[src/rtl/guess_arbiter_if.sv]
// Bundle of guess-arbiter handshake signals between the player receive buffers,
// the game core and the arbiter; master drives the inputs, slave is the arbiter.
interface guess_arbiter_if;
    logic       p0_ready;
    logic [7:0] p0_byte;
    logic       p1_ready;
    logic [7:0] p1_byte;
    logic       game_rdy;
    logic       new_round;
    logic [7:0] guess;
    logic       guess_valid;
    logic       guess_player;
    logic       turn;
    logic       dup_err;
    logic       inv_err;
    logic       timeout;

    modport master (
        output p0_ready, p0_byte, p1_ready, p1_byte, game_rdy, new_round,
        input  guess, guess_valid, guess_player, turn, dup_err, inv_err, timeout
    );

    modport slave (
        input  p0_ready, p0_byte, p1_ready, p1_byte, game_rdy, new_round,
        output guess, guess_valid, guess_player, turn, dup_err, inv_err, timeout
    );
endinterface

[src/rtl/guess_arbiter.sv]
// Turn-based arbiter feeding validated, uppercase, non-repeated guesses from two players
// to the game core. Define GUESS_ARB_TIMEOUT_EN to forfeit idle turns after TIMEOUT_CYCLES.
module guess_arbiter #(
    parameter int TIMEOUT_CYCLES = 1000,
    parameter int CNT_W          = 16
) (
    input  logic           clk,
    input  logic           nRst,
    guess_arbiter_if.slave arb
);

    localparam logic [1:0] S_WAIT  = 2'd0;
    localparam logic [1:0] S_CHECK = 2'd1;
    localparam logic [1:0] S_OFFER = 2'd2;

    if (TIMEOUT_CYCLES < 1 || (TIMEOUT_CYCLES >> CNT_W) != 0) begin : g_bad_cfg
        $error("guess_arbiter: CNT_W too narrow for TIMEOUT_CYCLES");
    end

    function automatic logic [7:0] fold_upper(input logic [7:0] b);
        if (b >= 8'h61 && b <= 8'h7A) return b - 8'h20;
        return b;
    endfunction

    function automatic logic is_upper(input logic [7:0] b);
        return (b >= 8'h41 && b <= 8'h5A);
    endfunction

    logic [1:0]  r_state;
    logic        r_turn;
    logic [25:0] r_used;
    logic        r_pflag0;
    logic        r_pflag1;
    logic [7:0]  r_pend0;
    logic [7:0]  r_pend1;
    logic [7:0]  r_work;
    logic [7:0]  r_guess;
    logic        r_guess_valid;
    logic        r_guess_player;
    logic        r_dup_err;
    logic        r_inv_err;

    logic        w_take0;
    logic        w_take1;
    logic        w_take;
    logic [7:0]  w_letter;
    logic        w_is_letter;
    logic [4:0]  w_idx;
    logic [25:0] w_mask;
    logic        w_dup;
    logic        w_to_hit;

    assign w_take0     = (r_state == S_WAIT) && !r_turn && r_pflag0;
    assign w_take1     = (r_state == S_WAIT) &&  r_turn && r_pflag1;
    assign w_take      = w_take0 || w_take1;
    assign w_letter    = fold_upper(r_work);
    assign w_is_letter = is_upper(w_letter);
    assign w_idx       = 5'(w_letter - 8'h41);
    assign w_mask      = w_is_letter ? (26'd1 << w_idx) : 26'd0;
    assign w_dup       = |(r_used & w_mask);

    // A fresh strobe beats a same-edge consume, so the newest byte always survives.
    always_ff @(posedge clk or negedge nRst) begin
        if (!nRst) begin
            r_pflag0 <= 1'b0;
            r_pflag1 <= 1'b0;
        end else if (arb.new_round) begin
            r_pflag0 <= 1'b0;
            r_pflag1 <= 1'b0;
        end else begin
            if (arb.p0_ready)  r_pflag0 <= 1'b1;
            else if (w_take0)  r_pflag0 <= 1'b0;
            if (arb.p1_ready)  r_pflag1 <= 1'b1;
            else if (w_take1)  r_pflag1 <= 1'b0;
        end
    end

    always_ff @(posedge clk) begin
        if (arb.p0_ready) r_pend0 <= arb.p0_byte;
        if (arb.p1_ready) r_pend1 <= arb.p1_byte;
        if (w_take)       r_work  <= r_turn ? r_pend1 : r_pend0;
    end

`ifdef GUESS_ARB_TIMEOUT_EN
    localparam logic [CNT_W-1:0] TO_LAST = CNT_W'(TIMEOUT_CYCLES - 1);

    logic [CNT_W-1:0] r_cnt;
    logic             r_timeout;

    // A pending guess from the turn player wins over an expiring counter.
    assign w_to_hit = (r_state == S_WAIT) && !w_take && (r_cnt == TO_LAST);

    always_ff @(posedge clk or negedge nRst) begin
        if (!nRst) begin
            r_cnt     <= '0;
            r_timeout <= 1'b0;
        end else if (arb.new_round) begin
            r_cnt     <= '0;
            r_timeout <= 1'b0;
        end else begin
            r_timeout <= w_to_hit;
            if (r_state == S_WAIT && !w_take && !w_to_hit) r_cnt <= r_cnt + 1'b1;
            else                                           r_cnt <= '0;
        end
    end

    assign arb.timeout = r_timeout;
`else
    assign w_to_hit    = 1'b0;
    assign arb.timeout = 1'b0;
`endif

    always_ff @(posedge clk or negedge nRst) begin
        if (!nRst) begin
            r_state        <= S_WAIT;
            r_turn         <= 1'b0;
            r_used         <= '0;
            r_guess        <= 8'h00;
            r_guess_valid  <= 1'b0;
            r_guess_player <= 1'b0;
            r_dup_err      <= 1'b0;
            r_inv_err      <= 1'b0;
        end else begin
            r_dup_err <= 1'b0;
            r_inv_err <= 1'b0;
            if (arb.new_round) begin
                r_state       <= S_WAIT;
                r_turn        <= 1'b0;
                r_used        <= '0;
                r_guess_valid <= 1'b0;
            end else begin
                case (r_state)
                    S_WAIT: begin
                        if (w_take)        r_state <= S_CHECK;
                        else if (w_to_hit) r_turn  <= ~r_turn;
                    end
                    S_CHECK: begin
                        if (!w_is_letter) begin
                            r_inv_err <= 1'b1;
                            r_state   <= S_WAIT;
                        end else if (w_dup) begin
                            r_dup_err <= 1'b1;
                            r_state   <= S_WAIT;
                        end else begin
                            r_used         <= r_used | w_mask;
                            r_guess        <= w_letter;
                            r_guess_player <= r_turn;
                            r_guess_valid  <= 1'b1;
                            r_state        <= S_OFFER;
                        end
                    end
                    S_OFFER: begin
                        if (arb.game_rdy) begin
                            r_guess_valid <= 1'b0;
                            r_turn        <= ~r_turn;
                            r_state       <= S_WAIT;
                        end
                    end
                    default: r_state <= S_WAIT;
                endcase
            end
        end
    end

    assign arb.guess        = r_guess;
    assign arb.guess_valid  = r_guess_valid;
    assign arb.guess_player = r_guess_player;
    assign arb.turn         = r_turn;
    assign arb.dup_err      = r_dup_err;
    assign arb.inv_err      = r_inv_err;

endmodule

[src/flat_wrapper.sv]
// flat-port wrapper written by rule: the top's interface ports become plain ports
module guess_arbiter_flat 
#(
    parameter int TIMEOUT_CYCLES = 1000,
    parameter int CNT_W          = 16
)
  (clk, nRst, arb_p0_ready, arb_p0_byte, arb_p1_ready, arb_p1_byte, arb_game_rdy, arb_new_round, arb_guess, arb_guess_valid, arb_guess_player, arb_turn, arb_dup_err, arb_inv_err, arb_timeout);
  guess_arbiter_if arb_i ();
  input  logic clk;
  input  logic nRst;
  input wire logic [$bits(arb_i.p0_ready)-1:0] arb_p0_ready;
  input wire logic [$bits(arb_i.p0_byte)-1:0] arb_p0_byte;
  input wire logic [$bits(arb_i.p1_ready)-1:0] arb_p1_ready;
  input wire logic [$bits(arb_i.p1_byte)-1:0] arb_p1_byte;
  input wire logic [$bits(arb_i.game_rdy)-1:0] arb_game_rdy;
  input wire logic [$bits(arb_i.new_round)-1:0] arb_new_round;
  output wire logic [$bits(arb_i.guess)-1:0] arb_guess;
  output wire logic [$bits(arb_i.guess_valid)-1:0] arb_guess_valid;
  output wire logic [$bits(arb_i.guess_player)-1:0] arb_guess_player;
  output wire logic [$bits(arb_i.turn)-1:0] arb_turn;
  output wire logic [$bits(arb_i.dup_err)-1:0] arb_dup_err;
  output wire logic [$bits(arb_i.inv_err)-1:0] arb_inv_err;
  output wire logic [$bits(arb_i.timeout)-1:0] arb_timeout;
  assign arb_i.p0_ready = arb_p0_ready;
  assign arb_i.p0_byte = arb_p0_byte;
  assign arb_i.p1_ready = arb_p1_ready;
  assign arb_i.p1_byte = arb_p1_byte;
  assign arb_i.game_rdy = arb_game_rdy;
  assign arb_i.new_round = arb_new_round;
  assign arb_guess = arb_i.guess;
  assign arb_guess_valid = arb_i.guess_valid;
  assign arb_guess_player = arb_i.guess_player;
  assign arb_turn = arb_i.turn;
  assign arb_dup_err = arb_i.dup_err;
  assign arb_inv_err = arb_i.inv_err;
  assign arb_timeout = arb_i.timeout;
  guess_arbiter #(.TIMEOUT_CYCLES(TIMEOUT_CYCLES), .CNT_W(CNT_W)) u_core (.clk(clk), .nRst(nRst), .arb(arb_i));
endmodule
[config.mk]
export PLATFORM = sky130hd
export DESIGN_NAME = guess_arbiter_flat
export DESIGN_NICKNAME = d
export VERILOG_FILES = /design/src/rtl/guess_arbiter_if.sv /design/src/rtl/guess_arbiter.sv /design/src/flat_wrapper.sv
export SDC_FILE = /design/constraint.sdc
export NUM_CORES = 1
export LEC_CHECK = 0
export CAP_MARGIN = 20
export CORE_MARGIN = 1
export CORE_UTILIZATION = 25
export DETAILED_ROUTE_END_ITERATION = 8
export DONT_BUFFER_PORTS = 1
export PLACE_DENSITY_LB_ADDON = 0.12
export SETUP_SLACK_MARGIN = 0.05
export SLEW_MARGIN = 20
export SYNTH_ARGS = -nofsm -noshare
export SYNTH_HDL_FRONTEND = slang
export SYNTH_SLANG_ARGS = --single-unit
[constraint.sdc]
create_clock -name clk -period 3.45 [get_ports clk]
set_clock_uncertainty 0.15 [all_clocks]
set_input_delay 0.69 -clock clk [delete_from_list [all_inputs] [get_ports clk]]
set_output_delay 0.69 -clock clk [all_outputs]
set_load 0.02 [all_outputs]
# Yosys cells after proc, flatten, opt, wreduce, memory -nomap -nowiden
# Index checks and enable logic that the tools add are counted.
# totals
reg_bits,67
elab_cells,90
# classes
order_cmp,4
n_mux,36
n_reduce_logical,22
shift,1
add_sub_neg,2
n_bitwise,5
eq_ne,7
# op_table
operator,n
$mux W26,5
$and A26 B26 Y26,1
$or A26 B26 Y26,1
$reduce_or A26 Y1,1
$shl A1 B5 Y26 const A,1
$mux W8,3
$mux W1,21
$ge A8 B7 Y1 const B,2
$le A8 B7 Y1 const B,2
$mux W2,5
$reduce_bool A3 Y1,3
$reduce_and A4 Y1,2
$reduce_bool A2 Y1,4
$sub A8 B6 Y8 const B,1
$logic_and A1 B1 Y1,6
$ne A3 B2 Y1 const B,2
$ne A3 B3 Y1 const B,2
$pmux W2 S3,1
$sub A5 B1 Y5 const B,1
$reduce_and A2 Y1,2
$not A1 Y1,3
$reduce_and A3 Y1,1
$eq A2 B1 Y1 const B,1
$eq A2 B2 Y1 const B,1
other kinds (5),5

# Depth between registers and ports, before layout
# Gate-level depths: netlist (run 1).
# depth
word_depth,13
ltp_mapped,10
mapped_depth_nobuf,8

# Worst setup path before layout (run 1)
# No wires, ideal clock.
# synth_path
kind,reg-to-reg
start,register u_core.r_work[5]
end,"register u_core.r_guess[4], in the netlist u_core.arb.guess[4]"
t_required_ns,3.175
slack_ns,0.696
setup_time_ns,0.125
t_arrival_ns,2.479
stages_incl_launch_ff,11
path_buffers,2
path_cell_list,edfxtp_1 -> inv_1 -> ha_1 -> or2_2 -> a211oi_1 -> o21ai_1 -> o31ai_2 -> or3_1 -> buf_2 -> buf_6 -> mux2_4
# synth_via
elab_chain_cells,11
word_cells_on_any_way,17
cone_classes,2 x add/sub; 4 x order compare; 1 x shift; 4 x mux; 2 x bitwise; 4 x reduce/logical
# synth_lines
element,line,rtl
start: declaration,guess_arbiter.sv:36,logic [7:0] r_work;
start signal: assignment,guess_arbiter.sv:81,if (w_take) r_work <= r_turn ? r_pend1 : r_pend0;
$ge A8 B7 Y1 / $le A8 B7 Y1 (equally long branches),guess_arbiter.sv:21,if (b >= 8'h61 && b <= 8'h7A) return b - 8'h20;
$logic_and A1 B1 Y1,guess_arbiter.sv:21,
$mux W1,guess_arbiter.sv:21,
$mux W8 *,guess_arbiter.sv:22,return b;
"$ge A8 B7 Y1, or another cell as far along",guess_arbiter.sv:26,return (b >= 8'h41 && b <= 8'h5A);
$logic_and A1 B1 Y1 / $shl A1 B5 Y26 (equally long branches),"guess_arbiter.sv:26, guess_arbiter.sv:59",
$mux W26,guess_arbiter.sv:59,assign w_mask = w_is_letter ? (26'd1 << w_idx) : 26'd0;
$and A26 B26 Y26,guess_arbiter.sv:60,assign w_dup = |(r_used & w_mask);
$reduce_or A26 Y1,guess_arbiter.sv:60,
$not A1 Y1 (no line),n/a,
$reduce_and A4 Y1 (no line),n/a,
end signal: assignment,guess_arbiter.sv:146,r_guess <= w_letter;
end: declaration,guess_arbiter.sv:37,logic [7:0] r_guess;
# Mark *: on every way between the ends. The rest lies on a longest branch, timed or not. The select of a mux whose other input is x is not followed.
# A chain may end at the register's enable or synchronous reset.

# Worst setup path after layout (run 1)
# layout_path
start,register u_core.r_work[5]
end,"register u_core.r_guess_player, in the netlist u_core.arb.guess_player"
# layout_via
elab_chain_cells,11
word_cells_on_any_way,17
cone_classes,2 x add/sub; 4 x order compare; 1 x shift; 4 x mux; 2 x bitwise; 4 x reduce/logical
# layout_lines
element,line,rtl
$ge A8 B7 Y1 / $le A8 B7 Y1 (equally long branches),guess_arbiter.sv:21,
$logic_and A1 B1 Y1,guess_arbiter.sv:21,
$mux W1,guess_arbiter.sv:21,
$mux W8 *,guess_arbiter.sv:22,
"$ge A8 B7 Y1, or another cell as far along",guess_arbiter.sv:26,
$logic_and A1 B1 Y1 / $shl A1 B5 Y26 (equally long branches),"guess_arbiter.sv:26, guess_arbiter.sv:59",
$mux W26,guess_arbiter.sv:59,
$and A26 B26 Y26,guess_arbiter.sv:60,
$reduce_or A26 Y1,guess_arbiter.sv:60,
$not A1 Y1 (no line),n/a,
$reduce_and A4 Y1 (no line) *,n/a,
end signal: assignment,guess_arbiter.sv:147,r_guess_player <= r_turn;
end: declaration,guess_arbiter.sv:39,logic r_guess_player;
# Marks and branches as above.

==> results of run 1 <==
[logic make-up (layout without fill, tap and decap cells)]
kind of cell	Yosys count	count (layout)	synth area share
other	1	1	0.00120
buffers and inverters	22	33	0.0387
adder cells (fa/ha/maj)	2	2	0.00798
flip-flops	67	67	0.573
AND/OR/NAND/NOR	96	96	0.164
multiplexers	21	21	0.0738
AO/OA/AOI/OAI	50	50	0.135
XOR/XNOR	2	2	0.00559
[power by group]
group          total [mW]  switching, mW  internal [mW]
Clock               0.992          0.355          0.637
Combinational       0.106         0.0602         0.0454
Sequential          0.912         0.0454          0.866
[Yosys cell counts (all sizes together), types with 3 or more instances]
cell / count / area, um2
a211oi: 3 / 22.5
a21oi: 7 / 35.0
a22o: 16 / 140
and2: 4 / 25.0
buf: 14 / 91.3
clkbuf: 4 / 15.0
dfrtp: 43 / 1080
edfxtp: 24 / 721
inv: 3 / 11.3
mux2: 14 / 161
mux2i: 7 / 70.1
nand2: 18 / 67.6
nand2b: 6 / 37.5
nand3b: 10 / 75.1
nor2: 26 / 97.6
nor3: 7 / 40.0
nor4: 3 / 18.8
o21ai: 5 / 25.0
o31ai: 3 / 27.5
o41ai: 5 / 81.3
or2: 3 / 18.8
or3: 6 / 37.5
or3b: 3 / 26.3
[flip-flops by register name, indices dropped and copies added (netlist names)]
register and flops:
u_core.r_used 26, u_core.r_pend0 8, u_core.arb.guess_player 1, u_core.r_pend1 8, u_core.r_work 8, u_core.arb.inv_err 1
u_core.arb.guess_valid 1, u_core.r_pflag0 1, u_core.arb.dup_err 1, u_core.arb.guess 8, u_core.r_pflag1 1, u_core.r_state 2
u_core.arb.turn 1
[worst min path at each step]
stage                                      endpoint
CTS                 u_core.arb.guess[1]$_DFFE_PN0P_
floorplan              u_core.arb.dup_err$_DFF_PN0_
global route        u_core.arb.guess[1]$_DFFE_PN0P_
global placement    u_core.arb.guess[1]$_DFFE_PN0P_
finish              u_core.arb.guess[1]$_DFFE_PN0P_
detailed placement  u_core.arb.guess[1]$_DFFE_PN0P_
[metrics by stage]
stage	instances	setup slack, ns	power, mW	cell area [um2]	utilization
5_1_grt	440	0.0703	2.08	3700	0.305
3_3_place_gp	423	0.303	1.02	3340	0.276
4_1_cts	440	0.274	2.04	3700	0.305
2_1_floorplan	261	0.696	0.989	3140	-
3_5_place_dp	423	0.301	1.02	3340	0.276
6_report	440	0.330	2.01	3700	0.305
[routing by layer]
metal	up-vias	routed length [um]
met1	994	3530
li1	984	-
met5	-	0
met4	0	118
met3	9	286
met2	50	3380
[critical path, stage by stage, from the launching register on]
cell and delay (ns):
edfxtp_1 0.43, inv_1 0.08, ha_1 0.22, or2_2 0.31
a211oi_1 0.32, o21ai_1 0.16, o31ai_2 0.43, or3_1 0.52
mux2_2 0.39
[final cells by class]
class | instances | area, um2 | share of cell area
flip-flops and latches | 67 | 1800 | 0.486
repair buffers | 13 | 130 | 0.0352
inverters | 4 | 15.0 | 0.00406
clock inverters | 7 | 101 | 0.0274
multi-input cells | 172 | 1220 | 0.329
well taps | 168 | 210 | 0.0569
clock buffers | 9 | 225 | 0.0609
==> impl_metrics.json, run 1 <==
{
  "status": "finished clean",
  "layout.nets": 291,
  "fmax_ghz": 0.320,
  "reg2reg_to": "u_core.arb.guess_player$_DFFE_PN0P_",
  "die_y_um": 114,
  "yosysWarnings": 0,
  "busiest_layer": "met2",
  "vias": 2037,
  "drive_gt1_frac": 0.210,
  "setup_tns_ns": 0,
  "r2r_cells": 8,
  "grt_pass1_wl_mm": 11.9,
  "start_util": 0.259,
  "crit_end": "u_core.arb.guess_player$_DFFE_PN0P_",
  "gr-usage-met1": 0.157,
  "worstMarginPinSlew_ns": 0.838,
  "post_cts_buffers": 0,
  "synth-seq-cells": 67,
  "wl_per_cell_um": 16.6,
  "die_x_um": 114,
  "async_flop_share": 0.642,
  "slew_viol_final": 0,
  "endpoint_kind": "register",
  "crit_path_start": "u_core.r_work[5]$_DFFE_PP_",
  "rsz0062_at_grt": "no",
  "nFillCells": 1264,
  "grtUsageMet2": 0.195,
  "ioPinCount": 36,
  "initialDrtViolationCount": 94,
  "path_class": "register to register",
  "clk_pin_slew_ns": 0.06,
  "firstDrtPassIters": 4,
  "hold_ws_ns": 0.0377,
  "grt_max_degree": 44,
  "io_buffers": 0,
  "finalSetupViolCount": 0,
  "antenna_found_initial": 0,
  "min_period_ns": 3.12,
  "cts_buffers": 9,
  "r2r_start": "u_core.r_work[5]$_DFFE_PP_",
  "track_usage": 0.124,
  "p_per_area_mw_per_mm2": 544,
  "dp_hpwl_mm": 5.03,
  "place_congestion": 0.742,
  "clockBufferDepth": 2,
  "insertion_delay_ns": 0.33,
  "vdd_drop_max_uv": 276,
  "first_global_vias": 2140,
  "min_path_type": "primary input to asynchronous set/reset pin",
  "root_buffer": "clkbuf_16",
  "crit_arrival_ns": 3.19,
  "final_cell_mix": "dfrtp_1 (43), nor2_1 (26), edfxtp_1 (24)",
  "leakagePower_nw": 1.47,
  "yosysSeqAreaShare": 0.573,
  "critPathRequiredTime_ns": 3.52,
  "post-route-drc-count": 0,
  "crit_path_start_kind": "register",
  "viasPerCell": 4.63,
  "yosysUniqueCellTypes": 54,
  "syn-num-nets": 285,
  "gr-usage-met3": 0.0399,
  "post_cts_resized": 0,
  "cts.sinks": 67,
  "rows": 40,
  "synth_cells": 261,
  "synth_flop_cell": "dfrtp_1",
  "coreArea_mm2": 0.0121,
  "synth.cell_area_mm2": 0.00314,
  "cp_max_fo": 10,
  "routed_wirelength_mm": 7.31,
  "period_share": 0.904,
  "area_growth_pct": 17.9,
  "ant_nets": 0,
  "cts_tree": "built",
  "layout_commonest_cell": "dfrtp_1",
  "max_cap_violations": 0,
  "r2r_slack_ns": 0.33,
  "htreeDepth": 3,
  "finalHoldViolations": 0,
  "gr-total-overflow": 0,
  "relSlewSlack": 0.438,
  "ctsHoldBuffers": 1,
  "antenna_cells_inserted": 0,
  "synth_area_per_cell_um2": 12.0,
  "synth-edff-count": 24,
  "dieArea_mm2": 0.0130
}
Note: power is estimated with default switching activity, not from simulation.
==> run 2, diff against run 1 <==
--- a/config.mk
+++ b/config.mk
@@ -8,6 +8,7 @@
 export CAP_MARGIN = 20
 export CORE_MARGIN = 1
 export CORE_UTILIZATION = 25
+export CTS_CLUSTER_DIAMETER = 60
 export DETAILED_ROUTE_END_ITERATION = 8
 export DONT_BUFFER_PORTS = 1
 export PLACE_DENSITY_LB_ADDON = 0.12
==> results of run 2 <==
Same layout as run 1: the final DEF is identical, and so are final timing and power.
